File: config.mk
export PLATFORM = sky130hd
export DESIGN_NAME = pir_channel
export DESIGN_NICKNAME = d
export VERILOG_FILES = /design/src/rtl/pir_pkg.sv /design/src/rtl/pir_channel.sv
export SDC_FILE = /design/constraint.sdc
export NUM_CORES = 1
export LEC_CHECK = 0
export CAP_MARGIN = 15
export CORE_MARGIN = 2
export CORE_UTILIZATION = 57
export CTS_CLUSTER_SIZE = 20
export DETAILED_ROUTE_END_ITERATION = 12
export PLACE_DENSITY = 0.77
export REMOVE_ABC_BUFFERS = 1
export SLEW_MARGIN = 20
export SYNTH_ARGS = -nofsm -noshare
export SYNTH_HDL_FRONTEND = slang
export SYNTH_SLANG_ARGS = --single-unit
File: constraint.sdc
create_clock -name clk -period 1.89 [get_ports clk]
set_clock_uncertainty 0.05 [all_clocks]
set_input_delay 0.4725 -clock clk [delete_from_list [all_inputs] [get_ports clk]]
set_output_delay 0.4725 -clock clk [all_outputs]
set_load 0.1 [all_outputs]
File: src/rtl/pir_pkg.sv
// -----------------------------------------------------------------------------
// pir_pkg
// Shared definitions for the PIR sensor emulator:
//   - one-hot channel state encoding (4 bits)
//   - default timing constants
//   - channel count
// -----------------------------------------------------------------------------
package pir_pkg;

   localparam int NUM_CH = 3;

   localparam int PIR_WARMUP_DEFAULT   = 200;
   localparam int PIR_DEBOUNCE_DEFAULT = 3;
   localparam int PIR_HOLD_DEFAULT     = 50;
   localparam int PIR_BLOCK_DEFAULT    = 20;

   // One-hot channel states; the output is taken straight from the HOLD bit.
   localparam logic [3:0] ST_IDLE   = 4'b0001;
   localparam logic [3:0] ST_DETECT = 4'b0010;
   localparam logic [3:0] ST_HOLD   = 4'b0100;
   localparam logic [3:0] ST_BLOCK  = 4'b1000;
   localparam int         HOLD_BIT  = 2;

endpackage

File: src/rtl/pir_channel.sv
// -----------------------------------------------------------------------------
// pir_channel
// One emulated PIR channel: IDLE -> DETECT (debounce) -> HOLD (output high)
// -> BLOCK (lockout) -> IDLE.
// Ports:
//   clk          system clock, rising edge
//   rst          asynchronous active-high reset
//   enable       warm-up complete; while low the channel is forced to IDLE
//   motion_in    raw motion stimulus for this channel
//   retrigger_en motion during HOLD restarts the hold when high
//   sensor_out   emulated sensor output (high exactly in HOLD)
// -----------------------------------------------------------------------------
module pir_channel
   import pir_pkg::*;
#(
   parameter int DEBOUNCE_CYCLES = PIR_DEBOUNCE_DEFAULT,
   parameter int HOLD_CYCLES     = PIR_HOLD_DEFAULT,
   parameter int BLOCK_CYCLES    = PIR_BLOCK_DEFAULT
) (
   input  logic clk,
   input  logic rst,
   input  logic enable,
   input  logic motion_in,
   input  logic retrigger_en,
   output logic sensor_out
);

   localparam int DW = $clog2(DEBOUNCE_CYCLES + 1);
   localparam int HW = $clog2(HOLD_CYCLES + 1);
   localparam int BW = $clog2(BLOCK_CYCLES + 1);

   // Terminal values: the state is left on the edge where the counter sits at
   // N-1, so each phase lasts exactly N cycles and the counters never wrap.
   localparam logic [DW-1:0] DEB_LAST   = DW'(DEBOUNCE_CYCLES - 1);
   localparam logic [HW-1:0] HOLD_LAST  = HW'(HOLD_CYCLES - 1);
   localparam logic [BW-1:0] BLOCK_LAST = BW'(BLOCK_CYCLES - 1);

   logic [3:0]    state;
   logic [DW-1:0] deb_cnt;
   logic [HW-1:0] hold_cnt;
   logic [BW-1:0] block_cnt;

   always_ff @(posedge clk or posedge rst) begin
      if (rst) begin
         state     <= ST_IDLE;
         deb_cnt   <= '0;
         hold_cnt  <= '0;
         block_cnt <= '0;
      end else if (!enable) begin
         state     <= ST_IDLE;
         deb_cnt   <= '0;
         hold_cnt  <= '0;
         block_cnt <= '0;
      end else begin
         case (state)
            ST_IDLE: begin
               deb_cnt   <= '0;
               hold_cnt  <= '0;
               block_cnt <= '0;
               if (motion_in) begin
                  if (DEBOUNCE_CYCLES == 1) begin
                     state <= ST_HOLD;
                  end else begin
                     state   <= ST_DETECT;
                     deb_cnt <= DW'(1);
                  end
               end
            end
            ST_DETECT: begin
               if (!motion_in) begin
                  state   <= ST_IDLE;
                  deb_cnt <= '0;
               end else if (deb_cnt == DEB_LAST) begin
                  state    <= ST_HOLD;
                  deb_cnt  <= '0;
                  hold_cnt <= '0;
               end else begin
                  deb_cnt <= deb_cnt + 1'b1;
               end
            end
            ST_HOLD: begin
               // Retrigger wins over expiry in the same cycle.
               if (retrigger_en && motion_in) begin
                  hold_cnt <= '0;
               end else if (hold_cnt == HOLD_LAST) begin
                  state     <= ST_BLOCK;
                  hold_cnt  <= '0;
                  block_cnt <= '0;
               end else begin
                  hold_cnt <= hold_cnt + 1'b1;
               end
            end
            ST_BLOCK: begin
               // Motion is ignored here; debounce only starts back in IDLE.
               if (block_cnt == BLOCK_LAST) begin
                  state     <= ST_IDLE;
                  block_cnt <= '0;
               end else begin
                  block_cnt <= block_cnt + 1'b1;
               end
            end
            default: begin
               state     <= ST_IDLE;
               deb_cnt   <= '0;
               hold_cnt  <= '0;
               block_cnt <= '0;
            end
         endcase
      end
   end

   // Taken directly from a state flop, so the output cannot glitch.
   assign sensor_out = state[HOLD_BIT];

endmodule

## After elaboration in Yosys (flattened, before gate mapping)

Cells that the tools add are included.
Widths: inputs -> output; s select.

- Add/sub/neg operators: 3
- Eq/ne operators: 17
- Multiplexer cells: 24
- Reductions and logical operators: 5

Operator list:

| cell | number |
|---|---|
| $mux 6 | 5 |
| $mux 4 | 7 |
| $mux 5 | 4 |
| $ne 3x3->1 const B | 6 |
| $pmux 6 s3 | 1 |
| $pmux 4 s4 | 1 |
| $pmux 5 s3 | 1 |
| $add 6x1->6 const B | 1 |
| $eq 6x6->1 const B | 1 |
| $mux 2 | 3 |
| $ne 2x2->1 const B | 3 |
| $pmux 2 s3 | 1 |
| $reduce_and 3->1 | 2 |
| $add 5x1->5 const B | 1 |
| $eq 5x5->1 const B | 1 |
| $reduce_and 5->1 | 1 |
| $eq 4x1->1 const B | 1 |
| $eq 4x2->1 const B | 1 |
| $eq 4x3->1 const B | 1 |
| $eq 4x4->1 const B | 1 |
| $ne 4x4->1 const B | 1 |
| $add 2x1->2 const B | 1 |
| $eq 2x2->1 const B | 1 |
| $reduce_or 2->1 | 1 |
| other kinds (2) | 2 |

- Flip-flop bits (word level): 17
- Input port bits: 5
- Output and inout port bits: 1
- Word-level logic and storage cells: 53

## Longest topological paths before layout

- Depth in word-level cells: 5
- Mapped depth: 6
- Mapped depth without buffers: 6

## Worst setup path before layout

No wires, ideal clock.

- Path type: register to register
- Start: reg state[2]
- End: reg block_cnt[2]
- Data arrival time: 1.883 ns
- Data required time: 1.759 ns
- Path slack: -0.124 ns
- Cell stages (with the launch flop): 5
- Path buffers: 0
- Path through: dfrtp_1 > or3b_4 > nor2_8 > a21oi_2 > a31oi_2

- Word-level cells in the longest chain between the ends: 3
- Elaborated cells on any way between the ends: 9
- Classes of those cells: eq/ne (6); mux (2); reduce/logical (1)

RTL lines:

| what | RTL line | text |
|---|---|---|
| start, declared | pir_channel.sv:38 | `logic [3:0] state;` |
| start signal, assigned | pir_channel.sv:45 | `state <= ST_IDLE;` |
| start signal, assigned | pir_channel.sv:50 | `state <= ST_IDLE;` |
| start signal, assigned | pir_channel.sv:62 | `state <= ST_HOLD;` |
| $eq 4x3->1 (tied with other cells) | pir_channel.sv:55 | `case (state)` |
| $ne 3x3->1 (no source line) (tied with other cells) | n/a |  |
| $reduce_and 3->1 (no source line) or $mux 5 (tied branches) | n/a |  |
| end signal, assigned | pir_channel.sv:99 | `block_cnt <= block_cnt + 1'b1;` |
| end, declared | pir_channel.sv:41 | `logic [BW-1:0] block_cnt;` |

Parallel ways exist; a longest one is shown, timed or not.
A chain may end at the register's enable or synchronous reset.

## Worst setup path after layout

- Start: reg hold_cnt[1]
- End: reg block_cnt[2]

- Word-level cells in the longest chain between the ends: 3

RTL lines:

| what | RTL line | text |
|---|---|---|
| start, declared | pir_channel.sv:40 | `logic [HW-1:0] hold_cnt;` |
| start signal, assigned | pir_channel.sv:90 | `hold_cnt <= hold_cnt + 1'b1;` |
| $eq 6x6->1 | pir_channel.sv:85 | `end else if (hold_cnt == HOLD_LAST) begin` |
| $ne 3x3->1 (no source line) | n/a |  |
| $reduce_and 3->1 (no source line) | n/a |  |

Every way passes these cells.

==> flow_metrics.tcl <==
set metrics [dict create \
    drc 0 \
    cts_tree "built" \
    slew_viol_final 0 \
    clk_pin_slew_ns 0.10 \
    worstPathCellList "inv_1 > ha_1 > and4bb_2 > nand3_1 > a21oi_2 > a31oi_2" \
    required_ns 2.00 \
    drt-initial-drc-count 9 \
    grt.overflow.total 0 \
    ant_nets 0 \
    synth_compound_area_share_pct 20.5 \
    critPathTopFamily "compound AO/OA/AOI/OAI gates" \
    routabilityCongestion 0.816 \
    die-area_sq_um 2110 \
    synth_edf_count 0 \
    synth_seq_cells 17 \
    die_h_um 46.0 \
    port_buffers 5 \
    synth_flop_cell "dfrtp_1" \
    stdcell_count 135 \
    ys_seq_area_share_pct 42.5 \
    async_flop_share_pct 100 \
    syn_avg_cell_area_sq_um 9.75 \
    grt_usage_pct 20.5 \
    grt_pass1_wl_um 3170 \
    outcome "finished, final reports clean" \
    power_leakage_uw 0.000484 \
    rsz0062_at_grt "no" \
    final_nets 127 \
    post-cts-setup-buffer-count 0 \
    tightest_slew_ns 0.306 \
    synthMuxAreaShare_pct 1.99 \
    reg2reg_depth 6 \
    root_buffer "clkbuf_4" \
    setup_viol 0 \
    yosys_warnings 0 \
    dpl.hpwl_um 1420 \
    drt-total-wl_um 1830 \
    path_buf_inv 1 \
    grt_max_degree 18 \
    synthXorXnorAreaFrac_pct 1.74 \
    fin_area_sq_um 1170 \
    cp.depth 6 \
    final_hold_viol_count 0 \
    fillCellCount 131 \
    worstSetupEndpointType "register" \
    max-cap-violations 0 \
    worstSetupPathType "register to register" \
    place_area_sq_um 1150 \
    worst-path-max-fanout 5 \
    area.sequential_sq_um 427 \
    multi_input_area_sq_um 539 \
    clock_sinks 17 \
    slew_headroom_pct 79.6 \
    grt_antenna_before_repair 0 \
    fmax_mhz 613 \
    clock_latency_ns 0.29 \
    dp.cells 131 \
    drive_gt1_share_pct 21.2 \
    numCtsBuffers 3 \
    syn_inst 103 \
    grt_pass1_vias 785 \
    synth_top_family_by_area "simple AND/OR/NAND/NOR gates" \
    antenna_cells 0 \
    cts.path.max_buffers 2 \
    critPathLaunchType "register" \
    synth_cell_types 40 \
    syn_area_sq_um 1000 \
    rows 15 \
    p_per_area_nw_per_um2 523 \
    holdBufCountCts 0 \
    die_width_um 46.0 \
    syn_to_final_growth_pct 16.7 \
    dr_total_vias 779 \
    dr.pass1.iters 4 \
    ios 6 \
    period_needed_ns 1.63 \
    wl_per_cell_um 13.6 \
    coreArea_sq_um 1690 \
    vdd_drop_max_mv 0.384 \
    cts_resized 0 \
    fin_tns_setup_ns 0 \
    slowest_delay_ns 0.42 \
    synth_fa_ha_area_share_pct 3.74 \
    post-route-period-util_pct 86.4 \
    critPathArrivalTime_ns 1.74 \
    worst_path_max_delay_cell "dfrtp_1" \
    htree_levels 1 \
    hold_path.class "input pin to async pin" \
    synth-simple-area-share_pct 25.7 \
    via_per_inst 5.77 \
    start_util_pct 59.5 \
]
==> report_power, final <==
group	total, uW	switching, uW	internal [uW]	leakage [uW]
Sequential	372	3.72	369	0.000233
Combinational	47.4	24.7	22.6	0.000236
Clock	194	112	82.0	0.0000150
Total	614	140	473	0.000484
==> per-stage QoR <==
stage / setup WS, ns / total power (uW) / utilization, % / hold WS (ns)
final: 0.258 / 614 / 69.4 / 0.434
after global routing: 0.131 / 645 / 69.4 / 0.460
after CTS: 0.244 / 619 / 69.4 / 0.438
after detailed placement: -0.0345 / 427 / 67.9 / 0.461
after global placement: 0.0121 / 426 / 67.9 / 0.447
after floorplan: -0.487 / 403 / - / 0.348
==> cell type report <==
cell class / instances / share of cell area, %
timing repair buffer: 12 / 10.7
inverter: 9 / 2.88
sequential: 17 / 36.4
clock buffer: 4 / 2.24
multi-input combinational: 76 / 46.0
tap: 17 / 1.81
==> synth_stat cells, types with 2 or more instances <==
library cell  number  area [sq um]
ha_1               3          37.5
nor2_1             6          22.5
nand3_1            5          25.0
a21oi_1            4          20.0
and2b_2            2          17.5
dfrtp_1           16           400
o21ai_1            3          15.0
xor2_1             2          17.5
nand3b_1           2          15.0
a21oi_2            2          17.5
o21ai_0            9          45.0
inv_1              9          33.8
nand2_1            8          30.0
o2bb2ai_1          2          17.5
nand4_1            2          12.5
nor2b_1            2          12.5
nand2b_1           2          12.5
mux2i_1            2          20.0
==> worst paths after layout <==
path / start / to / slack, ns
worst min-delay path: rst / block_cnt[0] / 0.43
worst max register to register: hold_cnt[1] / block_cnt[2] / 0.26
worst max-delay path: hold_cnt[1] / block_cnt[2] / 0.26
min in group clk: block_cnt[0] / block_cnt[0] / 0.47
max in group asynchronous: rst / state[0] / 1.10
worst min register to register: block_cnt[0] / block_cnt[0] / 0.47
==> worst min-delay path, delay by kind of cell <==
family   cells  cell delay (ns)
buf+inv      3             0.68
==> sequential cells by signal, indices dropped and copies added, names as in the netlist <==
| register | cells |
|---|---|
| hold_cnt | 6 |
| state | 4 |
| block_cnt | 5 |
| deb_cnt | 2 |
==> routing by layer <==
metal  vias up  track usage (%)  wire, um
met3         2             3.97        60
met1       365             25.6       880
li1        400                -         -
met5         -                0         0
met4         0             8.00        19
met2        12             34.4       870
==> layout by cell type (no fill, tap or decap), types with 2 or more instances in the layout <==
master            n
dfrtp_1          16
inv_1             9
o21ai_0           9
nand2_1           8
nor2_1            6
buf_4             6
nand3_1           5
a21oi_1           4
clkdlybuf4s50_1   4
o21ai_1           3
ha_1              3
clkbuf_4          3
and2b_2           2
nand3b_1          2
a21oi_2           2
nor2b_1           2
xor2_1            2
o2bb2ai_1         2
nand2b_1          2
nand4_1           2
mux2i_1           2
buf_12            2
==> logic make-up (layout without fill, tap and decap cells) <==
family / count (synthesis) / after routing
AND/OR/NAND/NOR: 39 / 39
AO/OA/AOI/OAI: 30 / 30
flip-flops: 17 / 17
buffers and inverters: 10 / 25
adder cells (fa/ha/maj): 3 / 3
XOR/XNOR: 2 / 2
multiplexers: 2 / 2
No activity file was read; power rests on OpenSTA's default activity.
